[src/rtl/wave_pkg.sv]
// wave_pkg: waveform-select encodings, MIDSCALE/AMP_UNITY constants and gain clamp shared by wave_gen
package wave_pkg;
  typedef enum logic [1:0] {WAVE_SINE, WAVE_SQUARE, WAVE_TRI, WAVE_SAW} wave_t;
  localparam logic [7:0] MIDSCALE = 8'd128;
  localparam logic [7:0] AMP_UNITY = 8'd128;
  function automatic logic [7:0] clamp_gain(input logic [7:0] amp);
    return amp > AMP_UNITY ? AMP_UNITY : amp;
  endfunction
endpackage

[src/rtl/sine_quarter_lut.sv]
// sine_quarter_lut: combinational quarter-sine magnitude table; idx[5:0] in, mag[6:0] = min(127, floor(128*sin(pi*(2*idx+1)/256))) out
module sine_quarter_lut (
  input  logic [5:0] idx,
  output logic [6:0] mag
);
  localparam logic [6:0] TBL [64] = '{
    7'd1,   7'd4,   7'd7,   7'd10,  7'd14,  7'd17,  7'd20,  7'd23,
    7'd26,  7'd29,  7'd32,  7'd35,  7'd38,  7'd41,  7'd44,  7'd47,
    7'd50,  7'd53,  7'd56,  7'd58,  7'd61,  7'd64,  7'd67,  7'd69,
    7'd72,  7'd74,  7'd77,  7'd79,  7'd82,  7'd84,  7'd87,  7'd89,
    7'd91,  7'd93,  7'd95,  7'd97,  7'd99,  7'd101, 7'd103, 7'd105,
    7'd107, 7'd108, 7'd110, 7'd112, 7'd113, 7'd115, 7'd116, 7'd117,
    7'd118, 7'd119, 7'd121, 7'd122, 7'd122, 7'd123, 7'd124, 7'd125,
    7'd125, 7'd126, 7'd126, 7'd127, 7'd127, 7'd127, 7'd127, 7'd127
  };
  assign mag = TBL[idx];
endmodule

[src/rtl/wave_gen.sv]
// wave_gen: 2-stage waveform sample generator (clk, async rst_n; rd_addr in -> rd_data out; cfg_valid/cfg_wave/cfg_amp in, cfg_ready/cfg_applied out, config switches only at rd_addr=0)
module wave_gen
  import wave_pkg::*;
(
  input  logic       clk,
  input  logic       rst_n,
  input  logic [7:0] rd_addr,
  output logic [7:0] rd_data,
  input  logic       cfg_valid,
  input  logic [1:0] cfg_wave,
  input  logic [7:0] cfg_amp,
  output logic       cfg_ready,
  output logic       cfg_applied
);
  logic pend;
  wave_t pend_wave, act_wave, eff_wave;
  logic [7:0] pend_amp, act_amp, eff_amp;
  logic [5:0] lut_idx;
  logic [6:0] mag;
  logic [7:0] raw, s1_raw, s1_gain;
  logic signed [8:0] diff;
  logic signed [17:0] prod;
  assign lut_idx = rd_addr[6] ? ~rd_addr[5:0] : rd_addr[5:0];
  sine_quarter_lut u_lut (.idx(lut_idx), .mag(mag));
  assign cfg_ready = ~pend;
  assign cfg_applied = pend && rd_addr == 8'd0;
  assign eff_wave = cfg_applied ? pend_wave : act_wave;
  assign eff_amp = cfg_applied ? pend_amp : act_amp;
  assign raw = eff_wave == WAVE_SINE ? (rd_addr[7] ? 8'd127 - {1'b0, mag} : MIDSCALE + {1'b0, mag})
             : eff_wave == WAVE_SQUARE ? {8{~rd_addr[7]}}
             : eff_wave == WAVE_TRI ? {8{rd_addr[7]}} ^ {rd_addr[6:0], 1'b0}
             : rd_addr;
  assign diff = $signed({1'b0, s1_raw}) - 9'sd128;
  assign prod = diff * $signed({1'b0, s1_gain});
  always_ff @(posedge clk or negedge rst_n)
    if (!rst_n) begin
      pend <= 1'b0;
      pend_wave <= WAVE_SINE;
      pend_amp <= AMP_UNITY;
      act_wave <= WAVE_SINE;
      act_amp <= AMP_UNITY;
      s1_raw <= MIDSCALE;
      s1_gain <= AMP_UNITY;
      rd_data <= MIDSCALE;
    end else begin
      if (cfg_valid && cfg_ready) begin
        pend <= 1'b1;
        pend_wave <= wave_t'(cfg_wave);
        pend_amp <= clamp_gain(cfg_amp);
      end else if (cfg_applied) pend <= 1'b0;
      if (cfg_applied) begin
        act_wave <= pend_wave;
        act_amp <= pend_amp;
      end
      s1_raw <= raw;
      s1_gain <= eff_amp;
      rd_data <= 8'(prod >>> 7) + MIDSCALE;
    end
endmodule

[config.mk]
export PLATFORM = sky130hd
export DESIGN_NAME = wave_gen
export DESIGN_NICKNAME = d
export VERILOG_FILES = /design/src/rtl/wave_pkg.sv /design/src/rtl/sine_quarter_lut.sv /design/src/rtl/wave_gen.sv
export SDC_FILE = /design/constraint.sdc
export NUM_CORES = 1
export LEC_CHECK = 0
export CORE_MARGIN = 5
export CORE_UTILIZATION = 55
export DETAILED_ROUTE_END_ITERATION = 10
export HOLD_SLACK_MARGIN = 0.12
export PLACE_DENSITY = 0.82
export SKIP_LAST_GASP = 1
export SLEW_MARGIN = 20
export SYNTH_ARGS = -nofsm -noshare
export SYNTH_HDL_FRONTEND = slang
export SYNTH_SLANG_ARGS = --single-unit
[constraint.sdc]
create_clock -name clk -period 6.36 [get_ports clk]
set_input_delay 0.636 -clock clk [delete_from_list [all_inputs] [get_ports clk]]
set_output_delay 0.636 -clock clk [all_outputs]
set_load 0.05 [all_outputs]
==> results of run 1 <==
==> how the worst max path moves through the flow <==
stage | startpoint | end
floorplan | s1_raw[7]$_DFF_PN1_ | rd_data[6]$_DFF_PN0_
global route | s1_raw[7]$_DFF_PN1_ | rd_data[6]$_DFF_PN0_
global placement | s1_raw[7]$_DFF_PN1_ | rd_data[6]$_DFF_PN0_
CTS | s1_raw[7]$_DFF_PN1_ | rd_data[6]$_DFF_PN0_
detailed placement | s1_raw[7]$_DFF_PN1_ | rd_data[6]$_DFF_PN0_
finish | s1_raw[7]$_DFF_PN1_ | rd_data[6]$_DFF_PN0_
==> metrics by stage <==
| step | power (mW) | setup slack [ns] | cells | instance area (sq um) |
|---|---|---|---|---|
| CTS | 0.739 | 1.65 | 709 | 5410 |
| finish | 0.734 | 1.67 | 709 | 5410 |
| detailed placement | 0.562 | 1.68 | 701 | 5320 |
| global placement | 0.553 | 1.87 | 701 | 5320 |
| global route | 0.778 | 1.42 | 709 | 5410 |
| floorplan | 0.478 | 2.03 | 591 | 5010 |
==> where the power goes <==
group          internal, mW  switching, mW
Combinational         0.107          0.165
Clock                0.0791         0.0961
Sequential            0.260         0.0260
Total                 0.447          0.287
==> registers in the layout, summed over array words and instances (netlist names) <==
signal	cells
s1_raw	8
pend	1
rd_data	8
act_wave	2
pend_amp	8
pend_wave	2
s1_gain	8
==> cell type report <==
cell class                      instances  area, sq um
Clock buffer                            5         68.8
Tap cell                              108          135
Inverter                               92          345
Multi-Input combinational cell        429         3570
Fill cell                             741         3400
Timing Repair Buffer                   35          333
Clock inverter                          3         25.0
Sequential cell                        37          931
==> placed cells by master, fill, tap and decap left out, types with 6 or more instances in the layout <==
master           count
fa_1                48
inv_1               85
nor2b_1             11
nand2b_1            20
a21oi_1             19
nor3_1              11
clkdlybuf4s50_1     29
o21ai_0             23
ha_1                34
xnor2_1             16
nor2_1              23
mux2i_1              8
a221oi_1             6
nand2_1             64
dfrtp_1             33
nand3_1             10
a31oi_1              6
and2_1              34
==> routing by layer <==
metal,vias up,track usage,wire [microns]
met5,-,0,0
met4,0,0.105,457
met3,29,0.0183,589
met2,164,0.399,6150
met1,2017,0.254,4620
li1,1986,-,-
==> cells by family after synthesis <==
group / after synthesis / synth area share
AOI/OAI and AO/OA: 114 / 0.162
DFF: 37 / 0.186
adders and majority gates: 82 / 0.277
muxes: 12 / 0.0272
and+or+nand+nor: 200 / 0.210
xor gates and xnor gates: 21 / 0.0367
buffers and inverters: 125 / 0.101
==> worst max-delay path: stages (launching register included) <==
cell and delay [ns]:
dfstp_2 0.59, nand2b_1 0.21, fa_1 0.45, fa_1 0.50
inv_1 0.05, fa_1 0.47, inv_1 0.05, fa_1 0.52
inv_1 0.05, ha_1 0.36, a21o_1 0.22, a21o_1 0.19
a221oi_1 0.50, inv_1 0.08, a21oi_1 0.22, xnor2_1 0.14
==> impl_metrics.json, run 1 <==
{
  "setup_tns_ns": 0,
  "r2r_start": "s1_raw[7]$_DFF_PN1_",
  "drc": 0,
  "core_area_sq_um": 8810,
  "r2r_cells": 15,
  "min_path_type": "in -> async",
  "drt_iter0_drc": 207,
  "ir_worst_vdd_mv": 0.0740,
  "ys_ff_latch": 37,
  "vias_per_cell": 5.92,
  "clkTransAtPathRegs_ns": 0.08,
  "vias": 4196,
  "clock_path_buffers": 2,
  "fin_util": 0.614,
  "syn_area_sq_um": 5010,
  "cts-resized-gates": 0,
  "gp_congestion": 0.946,
  "ant_nets": 0,
  "fmax_ghz": 0.213,
  "insertion_delay_ns": 0.30,
  "reg2reg_to": "rd_data[6]$_DFF_PN0_",
  "synth_edf_count": 0,
  "avgSynthCellArea_sq_um": 8.47,
  "fin_crit_ns": 4.69,
  "htreeDepth": 2,
  "antenna_found_initial": 0,
  "ctsHoldBuffers": 0,
  "rsz0062_at_grt": "no",
  "ys_types": 77,
  "slew_headroom": 0.471,
  "grt_pass1_wl_microns": 19800,
  "syn-instance-count": 591,
  "worst_pin_slew_ns": 0.794,
  "clock_sinks": 37,
  "hold_viol": 0,
  "syn_nets": 694,
  "status": "complete, no violations",
  "timing.hold.ws_ns": 0.412,
  "startpoint_type": "register",
  "firstDrtPassIters": 5,
  "cts_tree": "done",
  "start_util": 0.569,
  "finClkSkew_ns": 0.00906,
  "die_area_sq_um": 11100,
  "critPathCaptureType": "register",
  "grt_pass1_vias": 4275,
  "cts-buffers-inserted": 5,
  "worstSetupPathType": "reg -> reg",
  "post-route-period-util": 0.738,
  "yosysSeqAreaShare": 0.186,
  "rows": 34,
  "die_h_microns": 105,
  "synth.area.top_cells": "fa_1 19%, dfrtp_1 16%, ha_1 8.5%, inv_1 6.4%, nand2_1 4.8%",
  "detail_route.wl_per_cell_microns": 16.7,
  "setup_viol": 0,
  "n_antenna_cell": 0,
  "wirelength_microns": 11800,
  "drive_gt1_frac": 0.0582,
  "cp.required_ns": 6.58,
  "path_max_fanout": 8,
  "grt_max_degree": 46,
  "synth_flop_cell": "dfrtp_1",
  "portBuffers": 30,
  "cts_root_buffer": "clkbuf_8",
  "async_flop_share": 1.00,
  "grt_usage": 0.217,
  "nets": 703,
  "hpwl_microns": 9240,
  "ff2ff_setup_slack_ns": 1.67,
  "grt_overflow": 0,
  "ios": 31,
  "yosysTopAreaCellShare": 0.192,
  "powerDensity_nw_per_um2": 136,
  "yosys_warnings": 0,
  "ys_top_cells_by_count": "85 x inv_1, 64 x nand2_1, 48 x fa_1, 34 x and2_1, 34 x ha_1",
  "cts_setup_buffers": 0,
  "cp.arrival_ns": 4.91,
  "yosys.area.top_type": "fa_1",
  "area_growth_pct": 8.02,
  "yosysMostFrequentCell": "inv_1",
  "p_leak_nw": 2.60,
  "drv_cap": 0,
  "slew_viol_final": 0,
  "die_w_microns": 105
}
No activity file was read; power rests on OpenSTA's default activity.
==> run 2: changes to the inputs <==
clock period = 4.55 ns   (was 6.36 ns; I/O delays follow)
==> run 2 against run 1 <==
  * Cell area rose by 2.7%
  * Cell count rose by 2.1%
  * Maximum frequency rose by 7.3%
  * Register-to-register slack got worse by 1.5 ns
  * Worst setup slack got worse by 1.5 ns
  * Sequential power rose by 40%
  * Global-route usage rose by 1.5 points
  * Combinational power rose by 46%
  * Total power rose by 41%
  * Largest cell class unchanged
==> impl_metrics.json, run 2 (same netlist as run 1, synthesis figures left out) <==
{
  "status": "complete, no violations",
  "final_common_cell": "inv_1",
  "met2WireLength_microns": 6300,
  "cts-buffers-inserted": 5,
  "gp_congestion": 0.916,
  "finClkSkew_ns": 0.0124,
  "fillCellCount": 709,
  "clock_path_buffers": 2,
  "slew_viol_final": 0,
  "cts_tree": "done",
  "antenna_found_initial": 0,
  "detail_route.wl_per_cell_microns": 17.0,
  "start_util": 0.569,
  "wl_met3_microns": 565,
  "critPathCaptureType": "register",
  "ctsHoldBuffers": 0,
  "drv_cap": 0,
  "post-route-period-util": 0.961,
  "vias_per_cell": 5.97,
  "clock_sinks": 37,
  "path_cells": "nand2b_2 > fa_1 > fa_1 > inv_1 > fa_1 > inv_1 > fa_1 > inv_1 > ha_1 > a21o_1 > a21o_1 > a221oi_4 > inv_1 > a21oi_1 > xnor2_1",
  "cts_root_buffer": "clkbuf_8",
  "fmax_ghz": 0.229,
  "hold_viol": 0,
  "cp_slowest_cell": "dfstp_2",
  "top_layer": "met4",
  "path_buf_inv": 4,
  "slew_headroom": 0.448,
  "drive_gt1_frac": 0.0942,
  "path_max_fanout": 8,
  "ios": 31,
  "critical_path.top_delay_family": "adder cells",
  "design_area_sq_um": 5550,
  "wl_met1_microns": 4880,
  "max_stage_delay_ns": 0.60,
  "min_path_type": "in -> async",
  "vias": 4320,
  "startpoint_type": "register",
  "fin_util": 0.631,
  "worst_pin_slew_ns": 0.827,
  "dp.cells": 715,
  "grt_max_degree": 38,
  "ff2ff_setup_slack_ns": 0.18,
  "nets": 718,
  "finalNonFillerCells": 724,
  "placed_area_sq_um": 5420,
  "grt_usage": 0.233,
  "hpwl_microns": 9610,
  "drc": 0,
  "grt_pass1_vias": 4499,
  "multiInputGateArea_sq_um": 3600,
  "p_leak_nw": 2.68,
  "area_growth_pct": 10.9,
  "insertion_delay_ns": 0.30,
  "die_w_microns": 105,
  "die_area_sq_um": 11100,
  "drt_iter0_drc": 329,
  "fin_crit_ns": 4.37,
  "clkTransAtPathRegs_ns": 0.08,
  "ir_worst_vdd_mv": 0.112,
  "grt_pass1_wl_microns": 21400,
  "regArea_sq_um": 935,
  "total_power_mw": 1.03,
  "n_antenna_cell": 0,
  "setup_viol": 0,
  "ant_nets": 0,
  "layout_common_cells": "85 x inv_1, 64 x nand2_1, 48 x fa_1",
  "grt_overflow": 0,
  "worstSetupPathType": "reg -> reg",
  "die_h_microns": 105,
  "cp.required_ns": 4.77,
  "wirelength_microns": 12300,
  "powerDensity_nw_per_um2": 186,
  "portBuffers": 30,
  "htreeDepth": 2,
  "cp.arrival_ns": 4.59,
  "firstDrtPassIters": 5,
  "rows": 34,
  "core_area_sq_um": 8810
}
run 2: cell type report:
class | instances | area share
Inverter | 92 | 0.0622
Clock inverter | 3 | 0.00406
Timing Repair Buffer | 50 | 0.0798
Sequential cell | 37 | 0.168
Multi-Input combinational cell | 429 | 0.649
Tap cell | 108 | 0.0243
Clock buffer | 5 | 0.0124
run 2: report_power, final:
| part | leakage, nW | switching (mW) | internal (mW) |
|---|---|---|---|
| Combinational | 2.16 | 0.239 | 0.158 |
| Clock | 0.0481 | 0.130 | 0.109 |
| Sequential | 0.468 | 0.0347 | 0.364 |
run 2: stage by stage:
stage | hold slack, ns | setup WS, ns | TNS [ns]
after CTS | 0.277 | 0.0625 | 0
after floorplan | 0.159 | 0.219 | 0
after global routing | 0.331 | -0.0307 | -0.0307
final | 0.244 | 0.177 | 0
after detailed placement | 0.458 | -0.0313 | -0.0313
after global placement | 0.446 | 0.147 | 0
run 2: worst paths after layout:
| check | to | from | cells past startpoint |
|---|---|---|---|
| max | rd_data[6]$_DFF_PN0_ | s1_raw[7]$_DFF_PN1_ | 15 |
| min | pend_amp[2]$_DFFE_PN0P_ | rst_n | 1 |
| max reg2reg | rd_data[6]$_DFF_PN0_ | s1_raw[7]$_DFF_PN1_ | 15 |
| min reg2reg | s1_gain[7]$_DFFE_PN1P_ | pend_amp[7]$_DFFE_PN1P_ | 2 |
| max in group asynchronous | s1_gain[3]$_DFFE_PN0P_ | rst_n | 1 |
| min in group clk | s1_gain[7]$_DFFE_PN1P_ | pend_amp[7]$_DFFE_PN1P_ | 2 |
run 2: layer usage:
layer,vias up,track usage
met5,-,0
met4,0,0.114
met3,43,0.0177
met2,164,0.408
met1,2092,0.289
li1,2021,-
run 2: timing repair:
action                                  4_1_cts  5_1_grt
resized for setup                             1        9
pin swaps                                     0        2
setup buffers                                 0        1
endpoints found under the setup margin        1        2
==> run 3: changes to the inputs <==
CELL_PAD_IN_SITES_DETAIL_PLACEMENT = 1   (was not set)
CELL_PAD_IN_SITES_GLOBAL_PLACEMENT = 1   (was not set)
CORE_UTILIZATION = 47   (was 55)
PLACE_DENSITY = 0.89   (was 0.82)
==> run 3 against run 2 <==
  * Flip-flop and latch count did not move
  * First-iteration DRC count down 36%
  * Highest routed layer unchanged
  * Largest power group is now combinational logic
  * Combinational power grew 4%
==> impl_metrics.json, run 3 (same netlist as run 1, synthesis figures left out) <==
{
  "vias_per_cell": 5.93,
  "hold_viol": 0,
  "design_area_sq_um": 5610,
  "cts-buffers-inserted": 5,
  "startpoint_type": "register",
  "clock_path_buffers": 2,
  "detail_route.wl_per_cell_microns": 19.2,
  "drt_iter0_drc": 211,
  "clock_sinks": 37,
  "start_util": 0.483,
  "vias": 4457,
  "finClkSkew_ns": 0.00549,
  "grt_pass1_vias": 4854,
  "insertion_delay_ns": 0.29,
  "portBuffers": 30,
  "fin_crit_ns": 4.44,
  "status": "complete, no violations",
  "clkTransAtPathRegs_ns": 0.09,
  "rows": 37,
  "core_area_sq_um": 10400,
  "slew_viol_final": 0,
  "fin_util": 0.541,
  "hpwl_microns": 11100,
  "powerDensity_nw_per_um2": 189,
  "grt_max_degree": 44,
  "area_growth_pct": 12.1,
  "drive_gt1_frac": 0.101,
  "cts_tree": "done",
  "setup_viol": 0,
  "final_common_cell": "inv_1",
  "firstDrtPassIters": 4,
  "ir_worst_vdd_mv": 0.137,
  "wirelength_microns": 14400,
  "grt_usage": 0.229,
  "fmax_ghz": 0.225,
  "grt_overflow": 0,
  "min_path_type": "in -> async",
  "worst_pin_slew_ns": 0.858,
  "drv_cap": 0,
  "cp.required_ns": 4.76,
  "post-route-period-util": 0.977,
  "dp.cells": 741,
  "slew_headroom": 0.428,
  "grt_pass1_wl_microns": 23900,
  "timing.hold.ws_ns": 0.249,
  "critPathCaptureType": "register",
  "setup_tns_ns": 0,
  "cp.arrival_ns": 4.66,
  "p_leak_nw": 2.68,
  "n_antenna_cell": 0,
  "layout_common_cells": "85 x inv_1, 64 x nand2_1, 48 x fa_1",
  "ios": 31,
  "gp_congestion": 0.952,
  "ant_nets": 0,
  "drc": 0,
  "finalNonFillerCells": 751,
  "htreeDepth": 2,
  "nets": 717,
  "worstSetupPathType": "reg -> reg",
  "die_h_microns": 113,
  "placed_area_sq_um": 5440,
  "die_area_sq_um": 12800,
  "antenna_found_initial": 0,
  "path_max_fanout": 7,
  "die_w_microns": 113,
  "cts_root_buffer": "clkbuf_8"
}
run 3: stage by stage:
step / power, mW / setup slack, ns
2_1_floorplan: 0.669 / 0.219
3_3_place_gp: 0.780 / 0.149
3_5_place_dp: 0.808 / -0.119
4_1_cts: 1.06 / 0.00442
5_1_grt: 1.13 / -0.0237
6_report: 1.06 / 0.106
run 3: report_power, final:
part | leakage (nW) | internal (mW) | switching, mW
clock | 0.0447 | 0.111 | 0.140
combinational | 2.17 | 0.161 | 0.249
sequential | 0.466 | 0.364 | 0.0376
run 3: worst paths after layout:
| kind | cells past startpoint | from | end | slack [ns] |
|---|---|---|---|---|
| worst max-delay path | 15 | s1_raw[7]$_DFF_PN1_ | rd_data[6]$_DFF_PN0_ | 0.11 |
| worst min-delay path | 1 | rst_n | rd_data[0]$_DFF_PN0_ | 0.25 |
| worst max register to register | 15 | s1_raw[7]$_DFF_PN1_ | rd_data[6]$_DFF_PN0_ | 0.11 |
| worst min register to register | 2 | pend_amp[7]$_DFFE_PN1P_ | s1_gain[7]$_DFFE_PN1P_ | 0.47 |
| max in group asynchronous | 1 | rst_n | s1_gain[5]$_DFFE_PN0P_ | 3.69 |
| min in group clk | 2 | pend_amp[7]$_DFFE_PN1P_ | s1_gain[7]$_DFFE_PN1P_ | 0.47 |
run 3: layout make-up:
cell class	instances	area, sq um
clock buffers	5	68.8
flip-flops and latches	37	937
inverters	92	345
multi-input cells	429	3630
clock inverters	3	25.0
fillers	1251	4760
repair buffers	49	435
well taps	136	170
run 3: timing repair:
action / in CTS / in global routing
gates resized for setup: 3 / 13
pin swaps: 0 / 2
setup buffers: 0 / 2
setup endpoints to repair: 2 / 2
gates cloned: 0 / 0
hold buffers: 0 / 0
hold endpoints to repair: 0 / 0
run 3: worst max-delay path: stages (launching register included):
cell and delay, ns:
dfstp_2 0.61, nand2b_4 0.16, fa_1 0.46, fa_1 0.52, inv_1 0.05, fa_1 0.48
inv_1 0.06, fa_1 0.54, inv_1 0.08, ha_4 0.25, a21o_1 0.20, a21o_1 0.23
a221oi_4 0.32, inv_1 0.09, a21oi_2 0.16, xnor2_1 0.15
run 3: layer usage:
| metal | GRT usage | part of all wire | vias to the layer above | routed length, microns |
|---|---|---|---|---|
| met5 | 0 | 0 | - | 0 |
| met4 | 0.0657 | 0.023 | 0 | 334 |
| met3 | 0.0316 | 0.046 | 29 | 669 |
| met2 | 0.427 | 0.54 | 123 | 7800 |
| met1 | 0.273 | 0.39 | 2283 | 5600 |
| li1 | - | - | 2022 | - |
